`config.mk`:
```
export PLATFORM = sky130hd
export DESIGN_NAME = cordic_polar2rect
export DESIGN_NICKNAME = d
export VERILOG_FILES = /design/src/rtl/cordic_pkg.sv /design/src/rtl/cordic_atan_lut.sv /design/src/rtl/cordic_polar2rect.sv
export SDC_FILE = /design/constraint.sdc
export NUM_CORES = 2
export LEC_CHECK = 0
export BUFFER_PORTS_ARGS = -buffer_cell sky130_fd_sc_hd__buf_2
export CAP_MARGIN = 5
export CORE_UTILIZATION = 45
export DETAILED_ROUTE_END_ITERATION = 7
export HOLD_SLACK_MARGIN = 0.15
export RECOVER_POWER = 25
export SYNTH_ARGS = -nofsm -noshare
export SYNTH_HDL_FRONTEND = slang
export SYNTH_SLANG_ARGS = --single-unit
```
`constraint.sdc`:
```
create_clock -name clk -period 9.6 [get_ports clk]
set_input_delay 0.96 -clock clk [delete_from_list [all_inputs] [get_ports clk]]
set_output_delay 0.96 -clock clk [all_outputs]
set_load 0.005 [all_outputs]
```
`src/rtl/cordic_pkg.sv`:
```
// Shared constants, arctangent table and FSM state type for the CORDIC blocks.
// Angles are Q4.28 radians; the inverse CORDIC gain is Q0.16.
package cordic_pkg;

   localparam logic signed [31:0] PI_Q28       = 32'sd843314857;
   localparam logic signed [31:0] HALF_PI_Q28  = 32'sd421657428;
   localparam logic signed [31:0] INV_GAIN_Q16 = 32'sd39797;

   // atan(2^-i) in Q4.28 for i = 0..27; entries 28..31 pad the 5-bit index space.
   localparam logic [31:0] ATAN_Q28 [32] = '{
      32'd210828714, 32'd124459457, 32'd65760959,  32'd33381289,
      32'd16755421,  32'd8385878,   32'd4193962,   32'd2097109,
      32'd1048570,   32'd524287,    32'd262143,    32'd131071,
      32'd65535,     32'd32767,     32'd16383,     32'd8191,
      32'd4095,      32'd2047,      32'd1023,      32'd511,
      32'd255,       32'd127,       32'd63,        32'd31,
      32'd15,        32'd7,         32'd3,         32'd1,
      32'd0,         32'd0,         32'd0,         32'd0
   };

   typedef enum logic [1:0] {
      IDLE,
      ROTATE,
      SCALE,
      DONE
   } cordic_state_t;

endpackage

```
`src/rtl/cordic_atan_lut.sv`:
```
// Iteration index to Q4.28 arctangent lookup, shared by the CORDIC rotation blocks.
module cordic_atan_lut
   import cordic_pkg::*;
(
   input  logic [4:0]  idx,
   output logic [31:0] atan_q28
);

   assign atan_q28 = ATAN_Q28[idx];

endmodule

```
`src/rtl/cordic_polar2rect.sv`:
```
// Iterative CORDIC polar-to-rectangular converter: one micro-rotation per clock,
// followed by a gain-correction/rounding/saturation step.
module cordic_polar2rect
   import cordic_pkg::*;
#(
   parameter int OUTPUT_WIDTH    = 16,
   parameter int INT_WIDTH       = 32,
   parameter int ITERATIONS      = 16,
   parameter int INPUT_FRAC_BITS = 14
) (
   input  logic                           clk,
   input  logic                           rst_n,
   input  logic                           start,
   input  logic signed [INT_WIDTH-1:0]    magnitude,
   input  logic signed [INT_WIDTH-1:0]    phase,
   output logic                           busy,
   output logic                           done,
   output logic signed [OUTPUT_WIDTH-1:0] x_out,
   output logic signed [OUTPUT_WIDTH-1:0] y_out
);

   localparam int XW    = INT_WIDTH + 2;
   localparam int CW    = (ITERATIONS > 1) ? $clog2(ITERATIONS) : 1;
   localparam int SHIFT = 16 + INPUT_FRAC_BITS;
   localparam int PW    = XW + 18;

   localparam logic [CW-1:0]           LAST      = CW'(ITERATIONS - 1);
   localparam logic signed [INT_WIDTH-1:0] PI_I   = INT_WIDTH'(PI_Q28);
   localparam logic signed [INT_WIDTH-1:0] HALF_I = INT_WIDTH'(HALF_PI_Q28);
   localparam logic signed [PW-1:0]    GAIN      = PW'(INV_GAIN_Q16);
   localparam logic signed [PW-1:0]    ROUND_ADD = PW'(64'sd1 <<< (SHIFT - 1));
   localparam logic signed [PW-1:0]    OUT_MAX   = PW'((64'sd1 <<< (OUTPUT_WIDTH - 1)) - 64'sd1);
   localparam logic signed [PW-1:0]    OUT_MIN   = ~OUT_MAX;

   cordic_state_t state, next_state;

   logic                        load, step, scale_en, busy_d, done_d;
   logic signed [XW-1:0]        x, y, x0, mag_ext, x_sh, y_sh;
   logic signed [INT_WIDTH-1:0] z, z0, atan_z;
   logic [CW-1:0]               cnt;
   logic [31:0]                 atan_q28;
   logic signed [PW-1:0]        x_rnd, y_rnd;

   function automatic logic signed [OUTPUT_WIDTH-1:0] sat(input logic signed [PW-1:0] v);
      if (v > OUT_MAX)
         return {1'b0, {(OUTPUT_WIDTH-1){1'b1}}};
      else if (v < OUT_MIN)
         return {1'b1, {(OUTPUT_WIDTH-1){1'b0}}};
      else
         return v[OUTPUT_WIDTH-1:0];
   endfunction

   cordic_atan_lut u_atan_lut (
      .idx      (5'(cnt)),
      .atan_q28 (atan_q28)
   );

   always_ff @(posedge clk or negedge rst_n) begin
      if (!rst_n)
         state <= IDLE;
      else
         state <= next_state;
   end

   always_comb begin
      next_state = state;
      unique case (state)
         IDLE:    if (start) next_state = ROTATE;
         ROTATE:  if (cnt == LAST) next_state = SCALE;
         SCALE:   next_state = DONE;
         DONE:    next_state = IDLE;
         default: next_state = IDLE;
      endcase
   end

   always_comb begin
      load     = (state == IDLE) && start;
      step     = (state == ROTATE);
      scale_en = (state == SCALE);
      busy_d   = (state == ROTATE) || (state == SCALE);
      done_d   = (state == DONE);
   end

   // Status flags are registered, so they trail the state by one cycle:
   // busy rises the cycle after capture and done shows while the FSM is back in IDLE.
   always_ff @(posedge clk or negedge rst_n) begin
      if (!rst_n) begin
         busy <= 1'b0;
         done <= 1'b0;
      end else begin
         busy <= busy_d;
         done <= done_d;
      end
   end

   // Fold the angle into [-pi/2, pi/2]; a half-turn is the same as negating the radius.
   always_comb begin
      mag_ext = XW'(magnitude);
      x0      = mag_ext;
      z0      = phase;
      if (phase > HALF_I) begin
         x0 = -mag_ext;
         z0 = phase - PI_I;
      end else if (phase < -HALF_I) begin
         x0 = -mag_ext;
         z0 = phase + PI_I;
      end
   end

   assign x_sh   = x >>> cnt;
   assign y_sh   = y >>> cnt;
   assign atan_z = INT_WIDTH'(atan_q28);

   always_ff @(posedge clk or negedge rst_n) begin
      if (!rst_n) begin
         x   <= '0;
         y   <= '0;
         z   <= '0;
         cnt <= '0;
      end else if (load) begin
         x   <= x0;
         y   <= '0;
         z   <= z0;
         cnt <= '0;
      end else if (step) begin
         if (!z[INT_WIDTH-1]) begin
            x <= x - y_sh;
            y <= y + x_sh;
            z <= z - atan_z;
         end else begin
            x <= x + y_sh;
            y <= y - x_sh;
            z <= z + atan_z;
         end
         if (cnt != LAST)
            cnt <= cnt + 1'b1;
      end
   end

   assign x_rnd = ((PW'(x) * GAIN) + ROUND_ADD) >>> SHIFT;
   assign y_rnd = ((PW'(y) * GAIN) + ROUND_ADD) >>> SHIFT;

   always_ff @(posedge clk or negedge rst_n) begin
      if (!rst_n) begin
         x_out <= '0;
         y_out <= '0;
      end else if (scale_en) begin
         x_out <= sat(x_rnd);
         y_out <= sat(y_rnd);
      end
   end

endmodule

```
Word-level counts from Yosys, hierarchy flattened
Memory sizes are Yosys's and may differ from the RTL's.
Index checks and enable logic that the tools add are counted.
Cells by class
  equal/unequal tests: 7
  reductions and logical operators: 7
  shift operators: 2
  order comparisons: 7
  $add $sub $neg: 12
  bitwise operators: 1
  multiplexer cells: 25
  multiply operators: 2
Operators with widths (number)
  two-way mux 34 bit: 8
  two-way mux 32 bit: 7
  adder 51 x 31 -> 52 bit (second input constant): 2
  multiplier 34 x 17 -> 51 bit (second input constant): 2
  adder 34 bit: 2
  >>> shifter 34 x 4 -> 34 bit: 2
  subtractor 34 bit: 2
  two-way mux 16 bit: 4
  greater-than comparator 22 x 16 -> 1 bit (second input constant): 2
  less-than comparator 22 x 16 -> 1 bit (second input constant): 2
  negation 32 -> 34 bit: 1
  adder 32 x 31 -> 32 bit (second input constant): 1
  adder 32 bit: 1
  greater-than comparator 32 x 30 -> 1 bit (second input constant): 1
  less-than comparator 32 x 30 -> 1 bit (second input constant): 1
  subtractor 32 x 31 -> 32 bit (second input constant): 1
  subtractor 32 bit: 1
  two-way mux 4 bit: 3
  case mux 2 bit (4 select lines): 1
  greater-or-equal comparator 6 bit (second input constant): 1
  inverter 4 -> 6 bit: 1
  adder 4 x 1 -> 4 bit (second input constant): 1
  == test 2 bit (second input constant): 2
  == test 4 bit (second input constant): 1
  10 further kinds: 13
Word-level totals
  memories: 1
  register bits: 140
  ROM bits: 1024
  word-level logic and storage cells: 73
  output and inout bits: 34
Memories
  (name not given): depth 32, bits a word 32, read ports 1, clocked after Yosys merged registers in 0, wr ports 0, line cordic_atan_lut.sv:9  | assign atan_q28 = ATAN_Q28[idx];

Logic depth before layout (Yosys ltp)
  depth in word-level cells: 8
  mapped depth: 28
  mapped depth without buffers: 25

Cells and area by module
Synthesis repeated with hierarchy kept, for this count alone.
Second synthesis, totals
  cell total of the unflattened synthesis: 4459
  area, all modules: 39878.2 µm²
By module, submodules not included
  cordic_polar2rect: seq. area each 3503.4 µm², cells an instance 4355, instances 1, area an instance 39201.3 µm²
  cordic_atan_lut: seq. area each 0.0 µm², cells an instance 104, instances 1, area an instance 676.9 µm²

Least setup slack after synthesis
OpenSTA, ideal clock, no wires.
  kind: flip-flop to flip-flop
  from: register x[17]
  to: register x_out[3]
  clock period less this slack: 6.896 ns
  setup slack: 2.704 ns
  data required time: 9.479 ns
  data arrival time: 6.774 ns
  setup time: 0.121 ns
  cell stages (with the launch flop): 25
  cell sequence: dfrtp_1 -> ha_1 -> inv_1 -> fa_1 -> inv_1 -> fa_1 -> fa_1 -> fa_1 -> inv_1 -> fa_1 -> inv_1 -> ha_1 -> a21o_1 -> a21o_1 -> a221o_1 -> a22o_1 -> a211oi_2 -> nor2b_1 -> a221o_1 -> a221oi_1 -> o21ai_0 -> a41oi_1 -> clkbuf_1 -> nor2_1 -> o22a_1
On the way
  cells in the longest elaborated chain, start to end: 5
  elaborated cells on any way between the ends: 6
Ends and longest elaborated chain
  start, declared: line cordic_polar2rect.sv:38  | logic signed [XW-1:0] x, y, x0, mag_ext, x_sh, y_sh;
  start signal, assigned: line cordic_polar2rect.sv:127  | x <= x - y_sh;
  start signal, assigned: line cordic_polar2rect.sv:131  | x <= x + y_sh;
  multiplier 34 x 17 -> 51 bit *: line cordic_polar2rect.sv:140  | assign x_rnd = ((PW'(x) * GAIN) + ROUND_ADD) >>> SHIFT;
  adder 51 x 31 -> 52 bit *: line cordic_polar2rect.sv:140
  less-than comparator 22 x 16 -> 1 bit: line cordic_polar2rect.sv:47  | else if (v < OUT_MIN)
  two-way mux 16 bit: line cordic_polar2rect.sv:47
  two-way mux 16 bit *: line cordic_polar2rect.sv:45  | if (v > OUT_MAX)
  end signal, assigned: line cordic_polar2rect.sv:148  | x_out <= sat(x_rnd);
  end, declared: line cordic_polar2rect.sv:18  | output logic signed [OUTPUT_WIDTH-1:0] x_out,
Mark *: on every way between the ends. The rest lies on a longest branch, timed or not.
A chain may end at the register's enable or synchronous reset.

Worst setup path after layout
  from: register y[11]
  to: register y_out[11]
On the way
  cells in the longest elaborated chain, start to end: 5
  elaborated cells on any way between the ends: 6
Ends and longest elaborated chain
  start, declared: line cordic_polar2rect.sv:38
  start signal, assigned: line cordic_polar2rect.sv:128  | y <= y + x_sh;
  start signal, assigned: line cordic_polar2rect.sv:132  | y <= y - x_sh;
  multiplier 34 x 17 -> 51 bit *: line cordic_polar2rect.sv:141  | assign y_rnd = ((PW'(y) * GAIN) + ROUND_ADD) >>> SHIFT;
  adder 51 x 31 -> 52 bit *: line cordic_polar2rect.sv:141
  less-than comparator 22 x 16 -> 1 bit: line cordic_polar2rect.sv:47
  two-way mux 16 bit: line cordic_polar2rect.sv:47
  two-way mux 16 bit *: line cordic_polar2rect.sv:45
  end signal, assigned: line cordic_polar2rect.sv:149  | y_out <= sat(y_rnd);
  end, declared: line cordic_polar2rect.sv:19  | output logic signed [OUTPUT_WIDTH-1:0] y_out
Marks and branches as above.

==> summary.md <==
| Metric | Value |
|---|---|
| Max Cap Violations | `2` |
| Crit path time final | `8.16 ns` |
| Placement row count | `107` |
| Vias in the first global route | `30193` |
| Crit path capture type | `register` |
| Worst path cell trace | `ha_1 > inv_1 > fa_1 > fa_1 > inv_1 > fa_1 > fa_1 > inv_1 > fa_1 > inv_1 > ha_1 > a211oi_1 > o21ai_0 > a221o_1 > a211oi_1 > nor3b_1 > o211ai_1 > nand2_1 > o41ai_1 > o21ai_0 > o41ai_2 > nand2_1 > a21oi_1` |
| Initial antenna violation count | `0` |
| Hold depth | `1` |
| Fmax | `123 MHz` |
| Crit path buffers/inverters | `4` |
| Pin count of the biggest net entering global routing | `81` |
| Clk_lat worst skew | `0.50 ns` |
| Failing checks | `capacitance limit, slew limit` |
| Initial Util | `45.7%` |
| Commonest non-fill, non-tap cell in the layout | `inv_1` |
| Setup TNS | `0 ns` |
| CORE AREA | `85800 um2` |
| Fin crit share | `85.0%` |
| Slew headroom | `-105%` |
| Number of diodes | `0` |
| R2R cell count | `23` |
| Syn-to-layout area delta | `5.51%` |
| CP Data Required Time | `10.02 ns` |
| Vias/cell | `5.43` |
| Total grt overflow | `0` |
| Crit path largest cell delay | `0.73 ns` |
| Dpl hpwl | `83200 um` |
| Crit start category | `register` |
| Initial DRC Count | `1852` |
| Status | `complete, but fails checks` |
| Syn avg cell area | `9.10 um2` |
| Pre-antenna DRT Iters | `5` |
| Die width | `297 um` |
| Via count | `29793` |
| Final WL | `101000 um` |
| DRC violations left | `0` |
| Buffers added on ports | `100` |
| Asr flop ratio synth | `100%` |
| Final Hold Viols | `0` |
| RSZ-0062 raised after global routing | `false` |
| Seq/Total Area, Yosys | `8.93%` |
| Synth cell types | `91` |
| Root Buffer | `clkbuf_16` |
| Critical path arrival | `8.58 ns` |
| Top cell by count, worst path | `fa_1` |
| Post-CTS Hold Buffers | `0` |
| Syn_nets | `5463` |
| Ys Warns | `0` |
| Clk slew on worst S/H paths | `0.07 ns` |
| Final GP Congestion | `0.920` |
| Layout cells sized above 1 | `7.16%` |
| Worst min path class | `reg2reg` |
| Cell area after synthesis | `39200 um2` |
| Resized Gates After CTS | `0` |
| Commonest cells after routing, fill and taps aside | `869 x inv_1, 563 x ha_1, 518 x fa_1` |
| Post-route ant nets | `0` |
| Critical path type | `reg2reg` |
| Slew @ Worst Pin | `3.08 ns` |
| Setup Viol. Count Final | `0` |
| Cell count after synthesis | `4313` |
| I/O pin count | `101` |
| Slowest-stage cell, CP | `o41ai_2` |
| Die Ht | `297 um` |
| Commonest register cell after synthesis | `dfrtp_1` |
| CTS tree | `yes` |
| Worst path depth | `23` |
| Delay-heaviest family, CP | `compound AO/OA/AOI/OAI gates` |
| Total global-route track usage | `23.5%` |
| Sink Count | `140` |
| Yosys reg bits | `140` |
| Clock Tree Buf Depth | `2` |
| CP max FO | `12` |
| CTS H-tree depth | `4` |
| First-pass GRT wire length | `166000 um` |
| Post-DR wirelength/cell | `18.4 um` |
| CTS Buf Count | `17` |
| Die area | `88400 um2` |
| Skew final | `0.0203 ns` |
| Layout net count | `5482` |
| Number of flops mapped to enable cells by yosys | `0` |
| Post-CTS Repair Setup Buffers | `0` |
| Fin. max-slew vios | `89` |
[per-stage QoR]
step                std cells  hold slack, ns  worst slack [ns]  utilization [%]  cell area, um2
global placement         5456           0.477              1.43             47.6           40800
finish                   5489           0.493              1.44             48.2           41400
detailed placement       5456           0.483              1.27             47.6           40800
floorplan                4313           0.493              2.70                -           39200
global route             5489           0.501             0.936             48.2           41400
CTS                      5488           0.346              1.24             48.2           41400
[cells in the mapped netlist, drive strengths merged (25+ instances only)]
library cell / n / area [um2]
a31oi: 44 / 275
o21ai: 147 / 736
clkbuf: 87 / 327
mux2i: 69 / 753
mux4: 72 / 1630
a21o: 82 / 616
nor2: 225 / 847
nand2b: 31 / 194
ha: 565 / 7070
a211oi: 64 / 485
nand3: 42 / 220
mux2: 34 / 387
dfrtp: 140 / 3500
nor2b: 52 / 325
and3: 32 / 205
or3: 26 / 163
a21oi: 281 / 1410
xor2: 106 / 928
buf: 44 / 275
fa: 518 / 10400
xnor2: 168 / 1490
nor3: 49 / 257
o21bai: 25 / 188
inv: 871 / 3270
nand2: 235 / 887
o21a: 31 / 233
[metal layers]
| metal | global-route usage (%) | vias up | share of wire (%) |
|---|---|---|---|
| li1 | - | 14418 | - |
| met2 | 38.3 | 611 | 47 |
| met1 | 33.2 | 14667 | 47 |
| met3 | 2.70 | 97 | 4.0 |
| met5 | 0 | - | 0 |
| met4 | 5.55 | 0 | 2.1 |
[path summary, 6_finish.rpt]
kind,startpoint,slack (ns),endpoint
max in group asynchronous,rst_n,4.36,cnt[1]
worst max register to register,y[11],1.44,y_out[11]
worst min register to register,x_out[1],0.49,x_out[1]
worst max-delay path,y[11],1.44,y_out[11]
worst min-delay path,x_out[1],0.49,x_out[1]
min in group asynchronous,rst_n,1.15,x_out[14]
[registers in the layout, summed over array words and instances (netlist names)]
name	flops
cnt	4
done	1
busy	1
y_out	16
y	34
x	34
state	2
x_out	16
z	32
[logic make-up after synthesis]
group                      after synthesis  synth area share (%)
adders and majority gates             1083                  44.4
buffers and inverters                 1005                  9.89
AOI/OAI and AO/OA                      845                  13.8
muxes                                  175                  7.07
xor gates and xnor gates               274                  6.15
DFF                                    140                  8.93
and+or+nand+nor                        791                  9.73
[worst reg2reg max path, cell delays in order (launching register included)]
cell      delay, ns
dfrtp_1        0.56
ha_1           0.46
inv_1          0.08
fa_1           0.50
fa_1           0.54
inv_1          0.05
fa_1           0.47
fa_1           0.55
inv_1          0.06
fa_1           0.53
inv_1          0.04
ha_1           0.32
a211oi_1       0.26
o21ai_0        0.18
a221o_1        0.35
a211oi_1       0.67
nor3b_1        0.21
o211ai_1       0.48
nand2_1        0.19
o41ai_1        0.35
o21ai_0        0.25
o41ai_2        0.73
nand2_1        0.12
a21oi_1        0.17
[area by class of cell]
class,instances,area (um2)
repair buffers,131,728
clock buffers,17,425
flip-flops and latches,140,3510
multi-input cells,3168,31900
clock inverters,15,151
inverters,874,3280
fillers,8258,44400
well taps,1144,1430
Power is not shown: default switching activity piles up to over one toggle a cycle in this logic, so the estimate is an artifact.
